File: src/rtl/sprite_image_writer.sv
// Streams 8-bit palette-index pixels into a sprite RAM write port in raster order (addr = col + row*WIDTH).
// Optional macro SPRITE_WR_VBLANK_GATE_EN: accept pixels only while vblank is high.
module sprite_image_writer #(
  parameter int WIDTH  = 150,
  parameter int HEIGHT = 150,
  parameter int ADDR_W = 17
) (
  input  logic              pixel_clk,
  input  logic              reset_n,
  input  logic              start,
  input  logic              vblank,
  input  logic              s_valid,
  input  logic [7:0]        s_data,
  input  logic              s_last,
  output logic              s_ready,
  output logic              wr_en,
  output logic [ADDR_W-1:0] wr_addr,
  output logic [7:0]        wr_data,
  output logic              busy,
  output logic              done,
  output logic              err
);

  localparam int N     = WIDTH * HEIGHT;
  localparam int COL_W = (WIDTH  > 1) ? $clog2(WIDTH)  : 1;
  localparam int ROW_W = (HEIGHT > 1) ? $clog2(HEIGHT) : 1;
  localparam logic [ADDR_W-1:0] LAST_ADDR = ADDR_W'(N - 1);
  localparam logic [COL_W-1:0]  LAST_COL  = COL_W'(WIDTH - 1);

  typedef enum logic {
    IDLE,
    LOAD
  } state_t;

  state_t              state_q, state_d;
  logic [COL_W-1:0]    col_q, col_d;
  logic [ROW_W-1:0]    row_q, row_d;
  logic [ADDR_W-1:0]   addr_q, addr_d;
  logic                wr_en_q, wr_en_d;
  logic [ADDR_W-1:0]   wr_addr_q, wr_addr_d;
  logic [7:0]          wr_data_q, wr_data_d;
  logic                done_q, done_d;
  logic                err_q, err_d;

  logic accept;
  logic at_end;
  logic term;

`ifdef SPRITE_WR_VBLANK_GATE_EN
  assign s_ready = (state_q == LOAD) & vblank;
`else
  logic unused_vblank;
  assign unused_vblank = vblank;
  assign s_ready = (state_q == LOAD);
`endif

  assign accept = s_valid & s_ready;
  assign at_end = (addr_q == LAST_ADDR);
  assign term   = accept & (s_last | at_end);

  // col/row track raster position; the address runs alongside as a plain counter
  always_comb begin
    state_d   = state_q;
    col_d     = col_q;
    row_d     = row_q;
    addr_d    = addr_q;
    wr_en_d   = 1'b0;
    wr_addr_d = wr_addr_q;
    wr_data_d = wr_data_q;
    done_d    = 1'b0;
    err_d     = err_q;
    unique case (state_q)
      IDLE: begin
        if (start) begin
          state_d = LOAD;
          col_d   = '0;
          row_d   = '0;
          addr_d  = '0;
          err_d   = 1'b0;
        end
      end
      LOAD: begin
        if (accept) begin
          wr_en_d   = 1'b1;
          wr_addr_d = addr_q;
          wr_data_d = s_data;
          if (term) begin
            state_d = IDLE;
            done_d  = 1'b1;
            err_d   = s_last ^ at_end;
          end else begin
            addr_d = addr_q + 1'b1;
            if (col_q == LAST_COL) begin
              col_d = '0;
              row_d = row_q + 1'b1;
            end else begin
              col_d = col_q + 1'b1;
            end
          end
        end
      end
      default: state_d = IDLE;
    endcase
  end

  always_ff @(posedge pixel_clk or negedge reset_n) begin
    if (!reset_n) begin
      state_q   <= IDLE;
      col_q     <= '0;
      row_q     <= '0;
      addr_q    <= '0;
      wr_en_q   <= 1'b0;
      wr_addr_q <= '0;
      wr_data_q <= '0;
      done_q    <= 1'b0;
      err_q     <= 1'b0;
    end else begin
      state_q   <= state_d;
      col_q     <= col_d;
      row_q     <= row_d;
      addr_q    <= addr_d;
      wr_en_q   <= wr_en_d;
      wr_addr_q <= wr_addr_d;
      wr_data_q <= wr_data_d;
      done_q    <= done_d;
      err_q     <= err_d;
    end
  end

  assign wr_en   = wr_en_q;
  assign wr_addr = wr_addr_q;
  assign wr_data = wr_data_q;
  assign busy    = (state_q == LOAD);
  assign done    = done_q;
  assign err     = err_q;

endmodule

File: config.mk
export PLATFORM = sky130hd
export DESIGN_NAME = sprite_image_writer
export DESIGN_NICKNAME = d
export VERILOG_FILES = /design/src/rtl/sprite_image_writer.sv
export SDC_FILE = /design/constraint.sdc
export NUM_CORES = 1
export LEC_CHECK = 0
export BUFFER_PORTS_ARGS = -buffer_cell sky130_fd_sc_hd__buf_2
export CORE_ASPECT_RATIO = 1.5
export CORE_MARGIN = 10
export CORE_UTILIZATION = 57
export CTS_CLUSTER_DIAMETER = 80
export DETAILED_ROUTE_END_ITERATION = 10
export GPL_TIMING_DRIVEN = 0
export PLACE_DENSITY = 0.91
export SYNTH_ARGS = -nofsm -noshare
export SYNTH_HDL_FRONTEND = slang
export SYNTH_SLANG_ARGS = --single-unit
File: constraint.sdc
create_clock -name pixel_clk -period 4.2 [get_ports pixel_clk]
set_clock_uncertainty 0.1 [all_clocks]
set_input_delay 0.84 -clock pixel_clk [delete_from_list [all_inputs] [get_ports pixel_clk]]
set_output_delay 0.84 -clock pixel_clk [all_outputs]
set_load 0.05 [all_outputs]
* After elaboration in Yosys (flattened, before gate mapping)
Cells that the tools add are included.
** Operators by class
- Reduce and logical (&&, ||, !) cells :: 3
- Multiply operators :: 0
- Div/mod/pow operators :: 0
- Bitwise logic cells :: 5
- Magnitude comparators :: 0
- Shifts and indexed selects :: 0
- Multiplexer cells :: 17
- Equality and inequality tests :: 5
- Add/subtract/negate cells :: 1
** Operator list (number)
- 17-bit 2-to-1 mux :: 3
- 17-bit case mux with 2 select lines :: 1
- 17-bit by 1-bit adder with 17-bit output (second input constant) :: 1
- 17-bit by 15-bit == test with 1-bit output (second input constant) :: 1
- 1-bit 2-to-1 mux :: 11
- 3-bit AND reduction :: 2
- 2-bit by 1-bit != test with 1-bit output (second input constant) :: 2
- 2-bit != test (second input constant) :: 2
- 1-bit case mux with 2 select lines :: 2
- 1-bit AND :: 2
- 2-bit AND reduction :: 1
- 1-bit NOT :: 1
- 1-bit OR :: 1
- 1-bit XOR :: 1
** Storage, ports and cells
- Memories :: 0
- Register bits :: 46
- Input bits :: 14
- Memory bits (writable) :: 0
- Bits in read-only memories :: 0
- Output and inout port bits :: 30
- Latch bits :: 0

* Logic depth before layout (Yosys ltp)
- Depth in word-level cells :: 6
- Mapped depth :: 10
- Mapped depth without buffers :: 9

* Worst setup path before layout
OpenSTA, ideal clock, no wires.
- Path type :: input to register
- Start point :: in s_last
- End point :: reg addr_q[9]
- Setup time :: 0.078 ns
- Data arrival time :: 2.120 ns
- Stages :: 6
- Slack :: 1.902 ns
- Cells stage by stage :: inv_1 > ha_1 > nand3_2 > a211o_1 > or4_1 > a21oi_1
** Between the ends
- Word-level cells in the longest chain between the ends :: 4
** Ends and longest elaborated chain
- start: declaration :: line 14 : input logic s_last,
- 1-bit OR :: line 59 : assign term = accept & (s_last | at_end);
- 1-bit AND :: line 59
- 2-bit != test (no source line)
- 3-bit AND reduction (no source line)
- end signal: assignment :: line 121 : addr_q <= addr_d;
- end: declaration :: line 38 : logic [ADDR_W-1:0] addr_q, addr_d;
Every way passes these cells.
A chain may end at the register's enable or synchronous reset.

* Worst setup path in the final report
- Start point :: reg addr_q[5]
- End point :: reg addr_q[9]
** Between the ends
- Word-level cells in the longest chain between the ends :: 5
** Ends and longest elaborated chain
- branches (longest 5 deep; another with 17-bit by 1-bit adder with 17-bit output)
Several ways; the timed one is not identified. The select of a mux whose other input is x is not followed.

==> flow_summary_export.csv <==
group,metric,value,unit
cts,post-cts-setup-buffers,0,
critical_path,worst-path-stages,8,
sta,timing.hold.ws,0.404,ns
placed_design,dp_hpwl,3.20,mm
critical_path,crit_type,"reg -> reg",
global_routing,overflow,0,
critical_path,crit_family,"simple AND/OR/NAND/NOR gates",
power_and_ir_drop,power.switching,0.000342,W
cts,cts_resized,0,
sta,grt_setup_unrepaired,"no",
critical_path,crit_required,4.33,ns
critical_path,crit_arrival,2.71,ns
global_routing,grt_pass1_vias,1522,
power_and_ir_drop,p_clk_share,27.5,%
final_layout,area_growth,17.9,%
critical_path,slowest_stage,"dfrtp_1",
power_and_ir_drop,internal_power,0.000673,W
run_status,status,"completed",
cts,insertion_delay,0.30,ns
critical_path,crit_fanout,9,
critical_path,startpoint,"addr_q[5]",
power_and_ir_drop,power_density,431,nW/um^2
floorplan,fp.dieArea,6320,sq um
power_and_ir_drop,p_leak,1.18,nW
flow_run,cap_violations,0,
synthesis,synth-simple-area-share,13.9,%
floorplan,core_area,3380,sq um
floorplan,fp-row-count,26,
synthesis,async_reset_ff_share,100,%
sta,tns,0,ns
critical_path,timing.rr.end,"addr_q[9]",
cts,cts_hold_buf,0,
critical_path,r2r_slack,1.62,ns
synthesis,ys_warn_count,0,
detailed_routing,drtIter0Drc,59,
cts,cts.sinks,46,
synthesis,synth.most_common_cell,"dfrtp_1",
detailed_routing,routed_wl,4.24,mm
synthesis,synth.distinct_cells,32,
final_layout,nets,234,
detailed_routing,drc,0,
synthesis,synth_mux_area_share,14.1,%
floorplan,die_h,92.5,um
sta,hold_violations,0,
sta,relSlewSlack,34.3,%
sta,timing.fmax,387,MHz
global_routing,grt_pass1_wl,7.16,mm
sta,worstMarginPinSlew,0.985,ns
detailed_routing,ant_nets,0,
synthesis,synth_edf_count,0,
cts,cts_tree,"built",
synthesis,synth_top_area_share,57.6,%
placed_design,portBuffers,42,
floorplan,pin_count,44,
sta,post-route-period-util,61.5,%
detailed_routing,num_vias,1485,
synthesis,synth_cells,169,
synthesis,ys_top_cells_by_area,"dfrtp_1 (58%), mux2_2 (14%), nand2_1 (2.4%), nor2_1 (2.4%), a21oi_1 (2.0%)",
cts,cts_made_buffers,5,
critical_path,crit_path_end,"addr_q[9]",
sta,setup_viol,0,
synthesis,syn_nets,185,
final_layout,diodes,0,
critical_path,critPathCaptureType,"register",
cts,clkTransAtPathRegs,0.08,ns
power_and_ir_drop,ir_drop,402,uV
power_and_ir_drop,switching_share,33.7,%
critical_path,reg2regPathDepth,8,
final_layout,fill_cells,256,
final_layout,seq_area,1150,sq um
synthesis,synth.avg_cell_area,11.8,sq um
power_and_ir_drop,p_seq_share,49.9,%
synthesis,synth-seq-area-share,57.6,%
critical_path,reg2reg_from,"addr_q[5]",
global_routing,grt_max_degree,47,
synthesis,synth_xor_xnor_area_share,2.63,%
global_routing,grt_antenna_before_repair,0,
final_layout,drive_gt1_share,36.5,%
synthesis,synth_compound_area_share,8.21,%
synthesis,synth_top_family_by_area,"multiplexers",
synthesis,synth-main-ff-cell,"dfrtp_1",
cts,cts_max_level,2,
detailed_routing,wl_per_cell,16.2,um
critical_path,path_buf_inv,0,
sta,drv_slew,0,
detailed_routing,first_pass_iters,4,
synthesis,synthTopCellsByCount,"dfrtp_1 (46), mux2_2 (25), nand2_1 (13), nor2_1 (13), a21oi_1 (8)",
power_and_ir_drop,pwr-share-comb,22.5,%
cts,clockRootBuffer,"clkbuf_8",
synthesis,yosys.area.top_type,"dfrtp_1",
critical_path,slowest_delay,0.45,ns
synthesis,ys_ff_latch,46,
synthesis,synthAdderAreaFrac,1.25,%
global_routing,grt_usage,14.6,%
critical_path,crit_path_cell_trace,"and4_1, and2_1, nand3_1, ha_1, nand3_2, a211o_1, or4_1, a21oi_1",
floorplan,start_util,59.0,%
detailed_routing,viasPerCell,5.69,
placed_design,place.gp.congestion,0.851,
floorplan,dieWidth,68.3,um
critical_path,start_kind,"register",
min_path,min_path_type,"reg -> reg",
cts,cts.path.max_buffers,2,
final_layout,multi_input_area,801,sq um
sta,period_needed,2.58,ns
synthesis,syn_area,2000,sq um
[worst min path at each step]
stage	startpoint	endpoint	slack, ns	cells past startpoint
detailed placement	wr_addr[13]	wr_addr[13]	0.39	1
CTS	wr_addr[13]	wr_addr[13]	0.41	1
global route	wr_addr[9]	wr_addr[9]	0.42	1
global placement	wr_data[7]	wr_data[7]	0.38	1
finish	wr_addr[9]	wr_addr[9]	0.40	1
floorplan	addr_q[0]	addr_q[0]	0.40	1
[layout make-up]
class | count | area share, %
sequential | 46 | 48.9
inverter | 2 | 0.319
timing repair buffer | 42 | 8.93
buffer | 7 | 1.59
multi-input combinational | 114 | 34.0
clock inverter | 2 | 0.531
tap | 42 | 2.23
clock buffer | 6 | 3.51
[metal layers]
layer	global-route usage, %	wire length [um]	vias to the layer above
li1	-	-	701
met1	15.5	1540	718
met2	23.9	2200	58
met3	7.24	407	8
met4	5.72	88	0
met5	0	0	-
[stage by stage]
stage	cell area (sq um)	power, W	instances	setup WS [ns]	utilization, %
floorplan	2000	0.000676	169	1.90	-
global placement	2260	0.000736	253	1.67	66.8
detailed placement	2260	0.000745	253	1.64	66.8
CTS	2350	0.00102	261	1.61	69.6
global route	2350	0.00106	261	1.43	69.6
finish	2350	0.00101	261	1.62	69.6
[placed cells by master (no fill, tap or decap), drive strengths merged, types with 3 or more instances in the layout]
cell,count
dfrtp,46
clkbuf,11
and3,3
nand4,4
or3,5
o21ai,7
a21oi,8
xor2,4
mux2,25
nand3,8
nor2,13
nand2,13
buf,44
[cells by family (layout without fill, tap and decap cells)]
| kind of cell | count (synthesis) | after routing |
|---|---|---|
| AND/OR/NAND/NOR | 55 | 55 |
| adder cells (fa/ha/maj) | 2 | 2 |
| buffers and inverters | 9 | 59 |
| AO/OA/AOI/OAI | 26 | 26 |
| flip-flops | 46 | 46 |
| XOR/XNOR | 6 | 6 |
| multiplexers | 25 | 25 |
[worst reg2reg max path, delay by kind of cell, from the launching register on]
kind	cells	cell delay [ns]
AO/OA/AOI/OAI	2	0.59
adder cells (fa/ha/maj)	1	0.21
flip-flops	1	0.45
AND/OR/NAND/NOR	5	1.17
[registers in the layout (all words and copies together), names as in the netlist]
name and flops:
busy 1, wr_data 8, wr_addr 17, wr_en 1
done 1, addr_q 17, err 1
[power by group through the flow]
stage	Clock [W]	Combinational, W	Sequential, W
finish	0.000280	0.000229	0.000507
global route	0.000306	0.000244	0.000513
CTS	0.000285	0.000232	0.000506
detailed placement	0	0.000231	0.000514
global placement	0	0.000226	0.000510
floorplan	0	0.0000665	0.000609
No activity file was read; power rests on OpenSTA's default activity.
